[config.mk]
export PLATFORM = sky130hd
export DESIGN_NAME = control_unit_mc
export DESIGN_NICKNAME = d
export VERILOG_FILES = /design/src/rtl/control_unit_mc.sv
export SDC_FILE = /design/constraint.sdc
export NUM_CORES = 1
export LEC_CHECK = 0
export ABC_AREA = 1
export CORE_AREA = 3 3 78 80
export CTS_CLUSTER_SIZE = 16
export DETAILED_ROUTE_END_ITERATION = 6
export DIE_AREA = 0 0 81 83
export PLACE_DENSITY_LB_ADDON = 0.1
export REMOVE_ABC_BUFFERS = 1
export SETUP_SLACK_MARGIN = 0.4
export SLEW_MARGIN = 20
export SYNTH_ARGS = -nofsm -noshare
export SYNTH_HDL_FRONTEND = slang
export SYNTH_SLANG_ARGS = --single-unit
export TNS_END_PERCENT = 5
[constraint.sdc]
create_clock -name clock -period 2.3 [get_ports clock]
set_input_delay 0.46 -clock clock [delete_from_list [all_inputs] [get_ports clock]]
set_output_delay 0.46 -clock clock [all_outputs]
set_load 0.05 [all_outputs]
[src/rtl/control_unit_mc.sv]
// Multi-cycle control unit: FETCH/DECODE/EXECUTE/MEM/WB sequencer
// with Moore-decoded datapath strobes and a retired-instruction counter.
module control_unit_mc #(
   parameter  int INSTR_W    = 16,
   parameter  int REG_ADDR_W = 4,
   parameter  int ALU_SEL_W  = 3,
   parameter  int CNT_W      = 16,
   localparam int IMM_W      = INSTR_W - 4 - 2 * REG_ADDR_W
) (
   input  logic                  clock,
   input  logic                  reset_n,
   input  logic [INSTR_W-1:0]    instr,
   input  logic                  instr_valid,
   output logic                  instr_ready,
   input  logic                  mem_ack,
   output logic [ALU_SEL_W-1:0]  s_alu,
   output logic                  alu_src_imm,
   output logic [REG_ADDR_W-1:0] rd,
   output logic [REG_ADDR_W-1:0] rs,
   output logic [REG_ADDR_W-1:0] rt,
   output logic [IMM_W-1:0]      imm,
   output logic                  reg_we,
   output logic                  mem_re,
   output logic                  mem_we,
   output logic                  pc_inc,
   output logic                  pc_load,
   output logic                  halted,
   output logic [CNT_W-1:0]      retired
);

   typedef enum logic [2:0] {
      S_FETCH,
      S_DECODE,
      S_EXEC,
      S_MEM,
      S_WB,
      S_HALT
   } state_t;

   state_t             r_state;
   state_t             w_next;
   logic [INSTR_W-1:0] r_ir;
   logic [CNT_W-1:0]   r_retired;
   logic [3:0]         w_op;
   logic               w_alu_r;
   logic               w_alu_i;
   logic               w_nop;
   logic               w_load;
   logic               w_store;
   logic               w_jump;
   logic               w_halt;

   assign w_op    = r_ir[INSTR_W-1 -: 4];
   assign w_nop   = (w_op == 4'h0);
   assign w_alu_r = (w_op[3] == 1'b0) && !w_nop;
   assign w_alu_i = (w_op[3:2] == 2'b10);
   assign w_load  = (w_op == 4'hC);
   assign w_store = (w_op == 4'hD);
   assign w_jump  = (w_op == 4'hE);
   assign w_halt  = (w_op == 4'hF);

   assign rd      = r_ir[INSTR_W-5 -: REG_ADDR_W];
   assign rs      = r_ir[INSTR_W-5-REG_ADDR_W -: REG_ADDR_W];
   assign rt      = r_ir[REG_ADDR_W-1:0];
   assign imm     = r_ir[IMM_W-1:0];
   assign retired = r_retired;

   // State register
   always_ff @(posedge clock or negedge reset_n) begin
      if (!reset_n) r_state <= S_FETCH;
      else          r_state <= w_next;
   end

   // Instruction register, loaded on the fetch handshake
   always_ff @(posedge clock or negedge reset_n) begin
      if (!reset_n)
         r_ir <= '0;
      else if (r_state == S_FETCH && instr_valid)
         r_ir <= instr;
   end

   // Retire count: bumps on the last cycle of each instruction
   always_ff @(posedge clock or negedge reset_n) begin
      if (!reset_n)
         r_retired <= '0;
      else if (r_state == S_EXEC || r_state == S_WB)
         r_retired <= r_retired + CNT_W'(1);
   end

   // Next-state and Moore output decode
   always_comb begin
      w_next      = r_state;
      instr_ready = 1'b0;
      s_alu       = '0;
      alu_src_imm = 1'b0;
      reg_we      = 1'b0;
      mem_re      = 1'b0;
      mem_we      = 1'b0;
      pc_inc      = 1'b0;
      pc_load     = 1'b0;
      halted      = 1'b0;
      unique case (r_state)
         S_FETCH: begin
            instr_ready = 1'b1;
            if (instr_valid) w_next = S_DECODE;
         end
         S_DECODE: begin
            if (w_load || w_store) w_next = S_MEM;
            else                   w_next = S_EXEC;
         end
         S_EXEC: begin
            w_next = w_halt ? S_HALT : S_FETCH;
            if (w_alu_r) begin
               s_alu[2:0] = w_op[2:0];
               reg_we     = 1'b1;
               pc_inc     = 1'b1;
            end
            if (w_alu_i) begin
               s_alu[1:0]  = w_op[1:0];
               alu_src_imm = 1'b1;
               reg_we      = 1'b1;
               pc_inc      = 1'b1;
            end
            if (w_nop)  pc_inc  = 1'b1;
            if (w_jump) pc_load = 1'b1;
         end
         S_MEM: begin
            mem_re = w_load;
            mem_we = w_store;
            if (mem_ack) w_next = S_WB;
         end
         S_WB: begin
            reg_we = w_load;
            pc_inc = 1'b1;
            w_next = S_FETCH;
         end
         S_HALT: begin
            halted = 1'b1;
         end
         default: w_next = S_FETCH;
      endcase
   end

endmodule

==> results of run 1 <==
final cells by class:
class | instances | area share, %
Tap cell | 72 | 3.55
Clock inverter | 1 | 0.197
Timing Repair Buffer | 66 | 24.9
Multi-Input combinational cell | 159 | 29.7
Inverter | 26 | 3.85
Clock buffer | 6 | 3.26
Sequential cell | 35 | 34.6
through the flow:
stage          setup WS, ps  std cells  TNS, ps  hold WS, ps
4_1_cts                 267        365        0          153
2_1_floorplan          -237        220     -473          164
5_1_grt                 220        365        0          168
6_report                291        365        0          125
3_5_place_dp            563        358        0          457
3_3_place_gp            574        358        0          452
where the power goes:
group	switching [mW]	total, mW	internal [mW]
Clock	0.222	0.457	0.235
Sequential	0.166	0.977	0.812
Combinational	1.29	1.85	0.564
Total	1.67	3.28	1.61
final timing paths:
| kind | start | end | slack, ps | cells past startpoint |
|---|---|---|---|---|
| min | reset_n | retired[7] | 130 | 1 |
| min in group clock | r_ir[5] | r_ir[5] | 470 | 2 |
| max reg2reg | r_state[2] | r_ir[13] | 750 | 6 |
| max | retired[9] | retired[9] | 290 | 1 |
| min reg2reg | r_ir[5] | r_ir[5] | 470 | 2 |
| max in group asynchronous | reset_n | r_ir[13] | 1650 | 2 |
cell usage in the layout (no fill, tap or decap), drive strengths merged:
master / netlist / layout
nand2: 78 / 78
dfrtp: 35 / 35
clkdlybuf4s50: 0 / 48
nand4: 2 / 2
or2: 1 / 1
nor2: 25 / 25
buf: 19 / 15
o21ai: 6 / 6
nand3b: 4 / 4
dlygate4sd2: 0 / 1
clkbuf: 1 / 7
nor3: 3 / 3
xor2: 3 / 3
xnor2: 3 / 3
o22ai: 1 / 1
nand3: 24 / 24
o21bai: 2 / 2
a21oi: 3 / 3
ha: 1 / 1
dlymetal6s2s: 0 / 1
clkinv: 0 / 1
inv: 26 / 26
nor4: 3 / 3
registers in the layout, summed over array words and instances (netlist names):
name     count
retired     16
r_ir        16
r_state      3
what timing repair did:
item | 4_1_cts | 5_1_grt
gates resized for setup | 2 | 1
hold buffers | 0 | 0
setup endpoints to repair | 36 | 40
endpoints found under the hold margin | 0 | 0
pin swaps | 0 | 1
logic make-up after synthesis:
family | share of synthesized area, %
compound gates | 3.54
xor+xnor | 2.81
simple gates | 32.8
buf+inv | 13.3
flops | 46.8
fa+ha+maj | 0.669
routing by layer:
metal | vias to the layer above | track usage, % | wire length (um)
li1 | 840 | - | -
met1 | 741 | 17.9 | 1960
met2 | 39 | 22.5 | 2090
met3 | 6 | 3.90 | 203
met4 | 0 | 4.61 | 67
met5 | - | 0 | 0
==> results.yml, run 1 <==
floorplan:
  floorplan.io_pins: 63
  dieArea_um2: 6720
  die_w_um: 81
  fp.dieH_um: 83
  start_util_pct: 34.2
  fp.coreArea_um2: 5470
  rows: 27
timing:
  max_clock_freq_mhz: 498
  hold_viol: 0
  skew_ps: 10.4
  timing.final.crit_share_pct: 87.3
  slew_violations: 0
  tightest_slew_ps: 529
  final.min_clock_period_ps: 2010
  slew_headroom_pct: 64.6
  rsz0062_at_grt: "true"
  finalSetupViolCount: 0
synthesis:
  synth_top_cell_by_area: "dfrtp_1"
  synthArstFlopShare_pct: 100
  synth_edf_count: 0
  synth_top_area_share_pct: 46.8
  mappedNetlistArea_um2: 1870
  synth_commonest_cells: "75 x nand2_1, 35 x dfrtp_1, 25 x inv_1"
  ys_warn_count: 0
  avgSynthCellArea_um2: 7.79
  syn_inst: 240
  synth-seq-area-share_pct: 46.8
  synth_top_flop_cell: "dfrtp_1"
  synth_area_leaders: "dfrtp_1 47%, nand2_1 15%, buf_4 6.4%"
  ys_types: 25
  yosysMostFrequentCell: "nand2_1"
  synth-seq-cells: 35
layout:
  final_nets: 314
  design_area_um2: 2530
  seqCellArea_um2: 876
  drive_gt1_share_pct: 10.9
  multi_input_area_um2: 752
  area_growth_pct: 35.5
  fin_util_pct: 46.3
  nFillCells: 567
  antennaDiodeCount: 0
clocking:
  cts_sinks: 35
  clk_latency_ps: 290
  cts_tree: "yes"
  cts-root-buf: "clkbuf_8"
  cts_made_buffers: 5
  clkTransAtPathRegs_ps: 80
  htreeDepth: 2
  cts_setup_buffers: 0
  clockBufferDepth: 2
setup_path:
  critPathKind: "register to output port"
  crit_slowest_cell: "clkdlybuf4s50_1"
  crit_family: "buffers and inverters"
  cp-start-kind: "register"
  crit_path_cell_trace: "clkdlybuf4s50_1"
  cp.buffers_inverters: 1
  worstPathRequired_ps: 1840
  crit_arrival_ps: 1550
  max_stage_delay_ps: 830
  end_kind: "output port"
  cp_max_fo: 6
drt:
  vias_per_cell: 4.45
  wirelength_um: 4320
  vias: 1626
  final_antenna_net_count: 0
  wl_per_cell_um: 11.8
  dr.pass1.iters: 4
  drc: 0
  drtIter0Drc: 61
global_route:
  grt_first_pass_wirelength_um: 7410
  grt_use_total_pct: 14.0
  first_global_vias: 1591
  grt_antenna_before_repair: 0
  grt_overflow: 0
  grt_max_degree: 21
placement:
  placed_area_um2: 2440
  hpwlAfterDp_um: 3300
  portBuffers: 62
  routabilityCongestion: 0.760
job:
  cap_violations: 0
outcome:
  status: "complete, no violations"
hold_path:
  hold_path.class: "primary input to async pin"
pwr:
  power_mw: 3.28
  peakVddDrop_mv: 0.816
  power_density_nw_per_um2: 1300
  power.leakage_nw: 1.26
(Power assumes the default switching activity.)
==> inputs of run 2 (changes only) <==
- CTS_CLUSTER_SIZE: 16 -> 20
- clock period: 2.3 -> 1.7 ns (I/O delays scaled with it)
==> results.yml, run 2 (synthesized netlist as in run 1, its figures left out) <==
clocking:
  htreeDepth: 2
  clkTransAtPathRegs_ps: 80
  cts_made_buffers: 5
  cts_sinks: 35
  hold_buffers: 0
  cts-root-buf: "clkbuf_8"
  clockBufferDepth: 2
  cts_tree: "yes"
  clk_latency_ps: 290
layout:
  area_growth_pct: 55.1
  drive_gt1_share_pct: 31.8
  final_nets: 325
  nFillCells: 536
  seqCellArea_um2: 880
  antennaDiodeCount: 0
  layout_commonest_cell: "nand2_1"
  final_cell_mix: "70 x nand2_1, 36 x buf_4, 32 x dfrtp_1"
  fin_util_pct: 53.0
  fin_cells: 377
  multi_input_area_um2: 870
drt:
  dr.pass1.iters: 4
  drtIter0Drc: 88
  vias: 1701
  vias_per_cell: 4.51
  drc: 0
  wirelength_um: 4570
  wl_per_cell_um: 12.1
  final_antenna_net_count: 0
timing:
  worst_hold_slack_ps: -2.05
  tightest_slew_ps: 482
  finalWorstSetupSlack_ps: -105
  slew_violations: 0
  finalSetupViolCount: 6
  rsz0062_at_grt: "true"
  timing.final.crit_share_pct: 106
  max_clock_freq_mhz: 554
  slew_headroom_pct: 67.9
  final.min_clock_period_ps: 1800
  hold_viol: 2
  skew_ps: 11.7
placement:
  routabilityCongestion: 0.790
  numPlacedInstances: 362
  hpwlAfterDp_um: 3450
  portBuffers: 62
floorplan:
  start_util_pct: 34.2
  die_w_um: 81
  fp.dieH_um: 83
  rows: 27
  fp.coreArea_um2: 5470
  floorplan.io_pins: 63
  dieArea_um2: 6720
setup_path:
  end_kind: "output port"
  crit_slowest_cell: "dfrtp_1"
  startpoint: "r_ir[12]"
  cp.buffers_inverters: 1
  critPathKind: "register to output port"
  reg2reg_to: "retired[7]"
  worstPathRequired_ps: 1360
  crit_arrival_ps: 1460
  cp_max_fo: 4
  cp-start-kind: "register"
  max_stage_delay_ps: 430
  crit_family: "flip-flops"
  endpoint: "reg_we"
  rrSetupSlack_ps: 90
  path_depth: 3
  crit_path_cell_trace: "nor4_2 > o22ai_4 > buf_12"
  r2r-start: "r_state[2]"
  ff2ff_path_depth: 10
pwr:
  power_density_nw_per_um2: 1800
  peakVddDrop_mv: 1.25
  power.leakage_nw: 1.43
global_route:
  grt_antenna_before_repair: 0
  first_global_vias: 1658
  grt_use_total_pct: 14.6
  grt_max_degree: 20
  grt_overflow: 0
  grt_first_pass_wirelength_um: 7770
hold_path:
  hold_path.class: "primary input to async pin"
outcome:
  violations: "negative hold slack, negative setup slack"
  status: "finished, violations left"
job:
  cap_violations: 0
[run 2: cell types whose count changed in the layout (fill, tap and decap cells not counted), sizes merged]
cell           before  now
dlygate4sd2         1    0
clkdlybuf4s50      48   18
bufinv              0    2
clkinv              1    0
dlymetal6s2s        1    0
buf                15   58
[run 2: worst min-delay path by stage]
stage                        from         end  slack, ps  cells after the start
after floorplan           reset_n     r_ir[0]         40                      0
after global placement    reset_n  retired[7]        320                      1
final                     reset_n  r_state[0]         -2                      1
after global routing      reset_n  r_state[0]         20                      1
after CTS                 reset_n  r_state[0]          6                      1
after detailed placement  reset_n  retired[7]        320                      1
[run 2: cell type report]
cell class                      instances  area share [%]
Clock inverter                          2            2.07
Inverter                               26            3.54
Sequential cell                        35            30.3
Tap cell                               72            3.11
Timing Repair Buffer                   77            28.5
Clock buffer                            6            2.50
Multi-Input combinational cell        159            30.0
[run 2: metal layers]
metal | vias to the layer above | GRT usage, % | wire length (um)
met2 | 38 | 23.7 | 2320
met4 | 0 | 3.69 | 44
met3 | 4 | 3.58 | 168
met5 | - | 0 | 0
met1 | 792 | 19.2 | 2040
li1 | 867 | - | -
[run 2: report_power, final]
| part | internal (mW) | switching, mW | leakage, nW |
|---|---|---|---|
| Sequential | 1.10 | 0.259 | 0.444 |
| Combinational | 1.04 | 1.94 | 0.924 |
| Clock | 0.587 | 0.304 | 0.0654 |
[run 2: stage by stage]
stage | TNS (ps) | total power [mW] | setup WS [ps] | instance area, um2
after detailed placement | 0 | 4.05 | 94.7 | 2550
after floorplan | -2080 | 2.98 | -717 | 1720
final | -278 | 5.23 | -105 | 2900
after global routing | -1210 | 5.53 | -211 | 2900
after global placement | 0 | 4.03 | 99.9 | 2550
after CTS | -642 | 5.10 | -120 | 2770
[run 2: what timing repair did]
item                                    CTS  global route
endpoints found under the hold margin     0             0
pin swaps                                 2             2
gates cloned                              0             0
buffers inserted                          4             3
endpoints found under the setup margin   45            55
resized for setup                        17            28
==> inputs of run 3 (changes only) <==
==> constraint.sdc (replaced) <==
create_clock -name clock -period 1.7 [get_ports clock]
set_input_delay 0.17 -clock clock [delete_from_list [all_inputs] [get_ports clock]]
set_output_delay 0.17 -clock clock [all_outputs]
set_load 0.05 [all_outputs]
==> results.yml, run 3 (synthesized netlist as in run 1, its figures left out) <==
timing:
  skew_ps: 3.20
  timing.final.crit_share_pct: 93.3
  tns_ps: 0
  tightest_slew_ps: 514
  slew_violations: 0
  final.min_clock_period_ps: 1590
  worst_hold_slack_ps: 440
  finalSetupViolCount: 0
  rsz0062_at_grt: "true"
  hold_viol: 0
  max_clock_freq_mhz: 630
  slew_headroom_pct: 65.9
drt:
  drc: 0
  wirelength_um: 4440
  drtIter0Drc: 51
  wl_per_cell_um: 11.9
  vias_per_cell: 4.54
  vias: 1689
  final_antenna_net_count: 0
  dr.pass1.iters: 4
global_route:
  grt_first_pass_wirelength_um: 7740
  grt_max_degree: 36
  first_global_vias: 1697
  grt_use_total_pct: 14.5
  grt_antenna_before_repair: 0
  grt_overflow: 0
layout:
  seqCellArea_um2: 878
  design_area_um2: 2740
  area_growth_pct: 46.6
  fin_util_pct: 50.1
  antennaDiodeCount: 0
  multi_input_area_um2: 841
  final_cell_mix: "72 x nand2_1, 33 x dfrtp_1, 30 x buf_4"
  layout_commonest_cell: "nand2_1"
  final_nets: 321
  drive_gt1_share_pct: 24.3
  nFillCells: 544
setup_path:
  rrSetupSlack_ps: 260
  cp-start-kind: "register"
  worstPathRequired_ps: 1530
  cp_max_fo: 5
  r2r-start: "retired[1]"
  startpoint: "r_state[2]"
  end_kind: "output port"
  crit_arrival_ps: 1420
  critPathKind: "register to output port"
clocking:
  cts_sinks: 35
  clk_latency_ps: 280
  clkTransAtPathRegs_ps: 70
  cts-root-buf: "clkbuf_8"
  clockBufferDepth: 2
  cts_made_buffers: 5
  htreeDepth: 2
  cts_tree: "yes"
pwr:
  power.switching_mw: 2.41
  pwr-share-comb_pct: 58.6
  power.leakage_nw: 1.39
  power_density_nw_per_um2: 1720
  power.internal_mw: 2.30
  p_clk_share_pct: 12.8
  sequentialPowerShare_pct: 28.7
  power_mw: 4.72
  swShare_pct: 51.1
  peakVddDrop_mv: 1.19
outcome:
  status: "complete, no violations"
placement:
  hpwlAfterDp_um: 3330
  portBuffers: 62
  routabilityCongestion: 0.811
  placed_area_um2: 2540
hold_path:
  hold_start: "instr[4]"
  hold_path.class: "primary input to register"
floorplan:
  start_util_pct: 34.2
  fp.dieH_um: 83
  fp.coreArea_um2: 5470
  dieArea_um2: 6720
  die_w_um: 81
  rows: 27
  floorplan.io_pins: 63
job:
  cap_violations: 0
==> run 3: cell type report <==
type | count | share of cell area [%]
Sequential cell | 35 | 32.0
Multi-Input combinational cell | 159 | 30.7
Timing Repair Buffer | 73 | 27.2
Inverter | 26 | 3.65
Tap cell | 72 | 3.28
Clock buffer | 6 | 3.01
Clock inverter | 1 | 0.182
==> run 3: worst max-delay path, cell delays in order, from the launching register on <==
cell and delay, ps:
dfrtp_1 420, nor2_4 160, nand2_4 100, inv_2 90, nand2_4 80, o22ai_4 120
buf_12 160
==> run 3: path summary, 6_finish.rpt <==
path,endpoint,depth (start not counted)
worst max-delay path,reg_we,6
worst min register to register,r_ir[5],2
min in group asynchronous,retired[6],3
worst max register to register,retired[12],6
max in group asynchronous,r_ir[15],3
worst min-delay path,r_ir[4],3
==> run 3: per-layer routing <==
| metal | vias to the layer above | part of all wire, % | routed length, um | global-route usage (%) |
|---|---|---|---|---|
| met5 | - | 0 | 0 | 0 |
| met4 | 0 | 1.2 | 52 | 4.92 |
| met3 | 6 | 3.6 | 160 | 3.58 |
| met2 | 32 | 51 | 2250 | 23.5 |
| met1 | 797 | 44 | 1980 | 18.5 |
| li1 | 854 | - | - | - |
==> run 3: power groups by stage <==
stage	Combinational, mW	Clock [mW]	Sequential [mW]
6_report	2.76	0.602	1.35
5_1_grt	2.96	0.671	1.39
3_3_place_gp	2.69	0	1.33
4_1_cts	2.74	0.638	1.34
2_1_floorplan	0.855	0	2.13
3_5_place_dp	2.69	0	1.34
==> run 3: repair_timing <==
item                       in CTS  in global routing
setup endpoints to repair      53                 57
pin swaps                       2                  1
hold buffers                    1                  0
gates resized for setup        29                  8
buffers inserted                3                  0
hold endpoints to repair       35                  0
==> run 3: through the flow <==
step	setup WS (ps)	std cells
floorplan	-547	220
global placement	258	361
detailed placement	223	361
CTS	84.2	372
global route	19.4	372
finish	114	372
